File: src/rtl/debug_pkg.sv
// Shared debug-port definitions: command codes, header field positions and
// the loader FSM state encoding (also used by the read-back path).
package debug_pkg;

  localparam int HDR_CMD_MSB = 7;
  localparam int HDR_CMD_LSB = 4;
  localparam int HDR_LEN_MSB = 3;
  localparam int HDR_LEN_LSB = 0;

  localparam logic [3:0] CMD_CLR_ERR = 4'h0;
  localparam logic [3:0] CMD_DMEM_WR = 4'h1;
  localparam logic [3:0] CMD_REG_WR  = 4'h2;
  localparam logic [3:0] CMD_HALT    = 4'h8;
  localparam logic [3:0] CMD_RUN     = 4'h9;

  typedef enum logic [1:0] {
    ST_IDLE  = 2'd0,
    ST_ADDR  = 2'd1,
    ST_DATA  = 2'd2,
    ST_WRITE = 2'd3
  } dbg_state_e;

  function automatic logic is_wr_cmd(input logic [3:0] cmd);
    return (cmd == CMD_DMEM_WR) || (cmd == CMD_REG_WR);
  endfunction

endpackage

File: src/rtl/debug_din_unit.sv
// Host-to-core debug loader: parses header/address/data packets from the
// host byte stream and drives halt control plus dmem/regfile write strobes.
module debug_din_unit #(
  parameter int ADDR_W = 8,
  parameter int REG_AW = 2
) (
  input  logic              clk,
  input  logic              rst,
  input  logic [7:0]        din_data,
  input  logic              din_valid,
  output logic              din_ready,
  output logic              cpu_halt,
  output logic              dmem_we,
  output logic [ADDR_W-1:0] dmem_addr,
  output logic [7:0]        dmem_wdata,
  output logic              rf_we,
  output logic [REG_AW-1:0] rf_waddr,
  output logic [7:0]        rf_wdata,
  output logic              busy,
  output logic              err
);
  import debug_pkg::*;

  dbg_state_e        state, state_nxt;
  logic              accept;
  logic [3:0]        hdr_cmd;
  logic [3:0]        remain;
  logic              tgt_reg;
  logic              wr_ok;
  logic [ADDR_W-1:0] addr;

  assign accept  = din_valid && din_ready;
  assign hdr_cmd = din_data[HDR_CMD_MSB:HDR_CMD_LSB];
  assign busy    = (state != ST_IDLE);

  always_ff @(posedge clk) begin
    if (rst) state <= ST_IDLE;
    else     state <= state_nxt;
  end

  always_comb begin
    state_nxt = state;
    case (state)
      ST_IDLE:  if (accept && is_wr_cmd(hdr_cmd)) state_nxt = ST_ADDR;
      ST_ADDR:  if (accept) state_nxt = ST_DATA;
      ST_DATA:  if (accept) state_nxt = ST_WRITE;
      ST_WRITE: state_nxt = (remain == 4'd0) ? ST_IDLE : ST_DATA;
      default:  state_nxt = ST_IDLE;
    endcase
  end

  // Strobe, address and data are registered on the DATA accept so they are
  // valid throughout the WRITE cycle and hold afterwards while addr advances.
  always_ff @(posedge clk) begin
    if (rst) begin
      din_ready  <= 1'b0;
      cpu_halt   <= 1'b0;
      err        <= 1'b0;
      dmem_we    <= 1'b0;
      dmem_addr  <= '0;
      dmem_wdata <= '0;
      rf_we      <= 1'b0;
      rf_waddr   <= '0;
      rf_wdata   <= '0;
      remain     <= '0;
      tgt_reg    <= 1'b0;
      wr_ok      <= 1'b0;
      addr       <= '0;
    end else begin
      din_ready <= (state_nxt != ST_WRITE);
      dmem_we   <= 1'b0;
      rf_we     <= 1'b0;
      case (state)
        ST_IDLE: begin
          if (accept) begin
            case (hdr_cmd)
              CMD_DMEM_WR, CMD_REG_WR: begin
                tgt_reg <= (hdr_cmd == CMD_REG_WR);
                remain  <= din_data[HDR_LEN_MSB:HDR_LEN_LSB];
                wr_ok   <= cpu_halt;
                if (!cpu_halt) err <= 1'b1;
              end
              CMD_HALT:    cpu_halt <= 1'b1;
              CMD_RUN:     cpu_halt <= 1'b0;
              CMD_CLR_ERR: err      <= 1'b0;
              default:     err      <= 1'b1;
            endcase
          end
        end
        ST_ADDR: begin
          if (accept) addr <= ADDR_W'(din_data);
        end
        ST_DATA: begin
          if (accept && wr_ok) begin
            if (tgt_reg) begin
              rf_we    <= 1'b1;
              rf_waddr <= addr[REG_AW-1:0];
              rf_wdata <= din_data;
            end else begin
              dmem_we    <= 1'b1;
              dmem_addr  <= addr;
              dmem_wdata <= din_data;
            end
          end
        end
        ST_WRITE: begin
          addr   <= addr + ADDR_W'(1);
          remain <= remain - 4'd1;
        end
        default: ;
      endcase
    end
  end

endmodule

File: config.mk
export PLATFORM = sky130hd
export DESIGN_NAME = debug_din_unit
export DESIGN_NICKNAME = d
export VERILOG_FILES = /design/src/rtl/debug_pkg.sv /design/src/rtl/debug_din_unit.sv
export SDC_FILE = /design/constraint.sdc
export NUM_CORES = 1
export LEC_CHECK = 0
export ABC_AREA = 1
export BUFFER_PORTS_ARGS = -buffer_cell sky130_fd_sc_hd__buf_2
export CAP_MARGIN = 15
export CORE_ASPECT_RATIO = 0.8
export CORE_UTILIZATION = 41
export DETAILED_ROUTE_END_ITERATION = 8
export SYNTH_ARGS = -nofsm -noshare
export SYNTH_HDL_FRONTEND = slang
export SYNTH_SLANG_ARGS = --single-unit
File: constraint.sdc
create_clock -name clk -period 3.2 [get_ports clk]
set_clock_uncertainty 0.05 [all_clocks]
set_input_delay 0.48 -clock clk [delete_from_list [all_inputs] [get_ports clk]]
set_output_delay 0.48 -clock clk [all_outputs]
set_load 0.01 [all_outputs]
==> flow_summary.toml <==
[outcome]
status = "completed"

[pwr]
p_leak_nw = 1.06
switching_share = 0.223
intPower_mw = 0.837
p_switching_mw = 0.241
clkPwrFrac = 0.403
combinationalPowerShare = 0.048
power_density_mw_per_mm2 = 457
ir_drop_uv = 296
seq_power_share = 0.549

[die]
die_w_um = 80.5
ios = 43
start_util = 0.434
fp-row-count = 22
die-area_mm2 = 0.00521
die_h_um = 64.8
core_mm2 = 0.00465

[layout]
final_cell_area_mm2 = 0.00236
final_common_cell = "nand2_1"
area_growth_pct = 16.9
layout-drive-gt1-share = 0.196
fillers = 482
antenna_cells = 0
stdcell_count = 376
nNetsFinal = 328
most-common-layout-cells = "nand2_1 (48), dfxtp_1 (47), buf_2 (42)"

[drt]
wl_met3_um = 227
wl_per_cell_um = 12.1
drt_iter0_drc = 120
wl_met2_um = 1910
routed_wl_um = 4540
drc = 0
top_layer_used = "met4"
drt-met1-wl_um = 2360
dr.pass1.iters = 5
ant_nets = 0
via_per_inst = 4.93
via_count = 1853

[clock_tree]
cts_buffer_depth = 2
htree_levels = 2
cts-resized-gates = 0
clock-sinks = 47
hold_buffers = 0
clk_pin_slew_ns = 0.09
clk-insertion-delay-late_ns = 0.30
numCtsBuffers = 5
cts_tree = "done"
root_buffer = "clkbuf_8"
postCtsSetupBuffers = 0

[worst_setup_path]
critPathKind = "flip-flop to flip-flop"
worst-path-buf-inv = 1
endpoint_kind = "flip-flop"
worstPathCellList = "nand2_1 > nor2_1 > nand2_1 > nor2_4 > inv_1 > nor2_1 > nor2_1"
reg2reg_slack_ns = 1.39
cp_top_family = "simple AND/OR/NAND/NOR gates"
rr_worst_depth = 7
crit_fanout = 28
worstReg2RegEnd = "dmem_addr[4]"
start_kind = "flip-flop"
worst_path_max_delay_cell = "nor2_4"
crit_arrival_ns = 1.96
critPathRequiredTime_ns = 3.35
reg2reg_from = "din_ready"
crit_top_cell = "nor2_1"
slowest_delay_ns = 0.47

[synthesis]
ys.warnings.count = 0
synth_top_cell_area_share = 0.466
yosys-top-cells-area = "dfxtp_1 (47%), o21ai_0 (9.2%), nand2_1 (8.9%)"
syn-cell-area_mm2 = 0.00202
synth_nets = 289
ys_ff_latch = 47
ys_seq_area_frac = 0.466
synth.avg_cell_area_um2 = 7.32
netlist_instances = 276
synth_cell_types = 25
synth_largest_area_cell = "dfxtp_1"

[timing]
period_minus_slack_ns = 1.81
setup_viol = 0
fmax_mhz = 552
hold_violations = 0
setup_ws_ns = 1.39
relSlewSlack = 0.514
worstMarginPinSlew_ns = 0.728
maxSlewViolCount = 0
rsz0062_at_grt = "false"
period_share = 0.566
whs_ns = 0.346
finalSetupTns_ns = 0

[global_routing]
overflow = 0
grt_start_max_net_pins = 32
grtUsageTotal = 0.188
grt_pass1_vias = 1619
grt_pass1_wl_um = 7550
antenna_found_initial = 0

[placed_design]
placed_cells = 368
placedInstanceArea_mm2 = 0.00225
dp_slack_ns = 1.19
numPortBuffers = 42
dpl.hpwl_um = 3330
gp_congestion = 0.789

[worst_hold_path]
worst_hold_startpoint = "din_data[4]"
min_to = "cpu_halt"
min_delay_path_depth = 2
hp-class = "primary input to flip-flop"

[job]
maxCapViolCount = 0
==> per-stage QoR <==
stage,power [mW],utilization
6_report,1.08,0.507
5_1_grt,1.12,0.507
4_1_cts,1.09,0.507
3_5_place_dp,0.658,0.483
3_3_place_gp,0.657,0.483
2_1_floorplan,0.637,-
==> power groups by stage <==
| stage | registers, mW | clock network, mW | logic [mW] |
|---|---|---|---|
| final | 0.592 | 0.434 | 0.0520 |
| after global routing | 0.593 | 0.471 | 0.0580 |
| after CTS | 0.592 | 0.446 | 0.0522 |
| after detailed placement | 0.606 | 0 | 0.0520 |
| after global placement | 0.606 | 0 | 0.0515 |
| after floorplan | 0.606 | 0 | 0.0313 |
==> metal layers <==
metal	GRT usage	vias up
met3	0.0423	5
met1	0.263	810
met5	0	-
li1	-	986
met4	0.0536	0
met2	0.288	52
==> worst max path at each step <==
stage,start,endpoint,slack [ns],depth (start not counted)
CTS,din_ready,dmem_addr[4],1.38,7
finish,din_ready,dmem_addr[4],1.39,7
floorplan,din_valid,dmem_addr[3],1.80,6
global placement,din_valid,dmem_addr[1],1.22,8
detailed placement,din_valid,dmem_addr[2],1.19,8
global route,din_ready,dmem_addr[4],1.19,7
==> synth_stat cells <==
| master | n |
|---|---|
| nand3_2 | 2 |
| nand3_1 | 14 |
| a21oi_1 | 28 |
| inv_1 | 27 |
| ha_1 | 2 |
| o21bai_1 | 1 |
| o21ai_0 | 37 |
| nor2_2 | 2 |
| dfxtp_1 | 47 |
| buf_4 | 3 |
| buf_6 | 1 |
| nor2_1 | 36 |
| a31oi_1 | 5 |
| o21ai_1 | 4 |
| a221oi_1 | 1 |
| buf_2 | 1 |
| xnor2_1 | 1 |
| buf_1 | 1 |
| inv_2 | 3 |
| a21oi_2 | 4 |
| nand2_1 | 48 |
| nor3_1 | 1 |
| nor2_4 | 1 |
| nand4_1 | 2 |
| clkbuf_1 | 4 |
==> layout make-up <==
class | count | area [um2] | area share
Sequential cell | 47 | 941 | 0.399
Multi-Input combinational cell | 189 | 908 | 0.385
Timing Repair Buffer | 42 | 210 | 0.0891
Inverter | 30 | 113 | 0.0477
Tap cell | 60 | 75.1 | 0.0318
Clock buffer | 5 | 68.8 | 0.0292
Clock inverter | 3 | 43.8 | 0.0186
==> cell families after synthesis <==
kind of cell,after synthesis,share of synthesized area
compound gates,80,0.212
xor+xnor,1,0.00434
fa+ha+maj,2,0.0124
buf+inv,40,0.0843
flops,47,0.466
simple gates,106,0.221
Note: power is estimated with default switching activity, not from simulation.
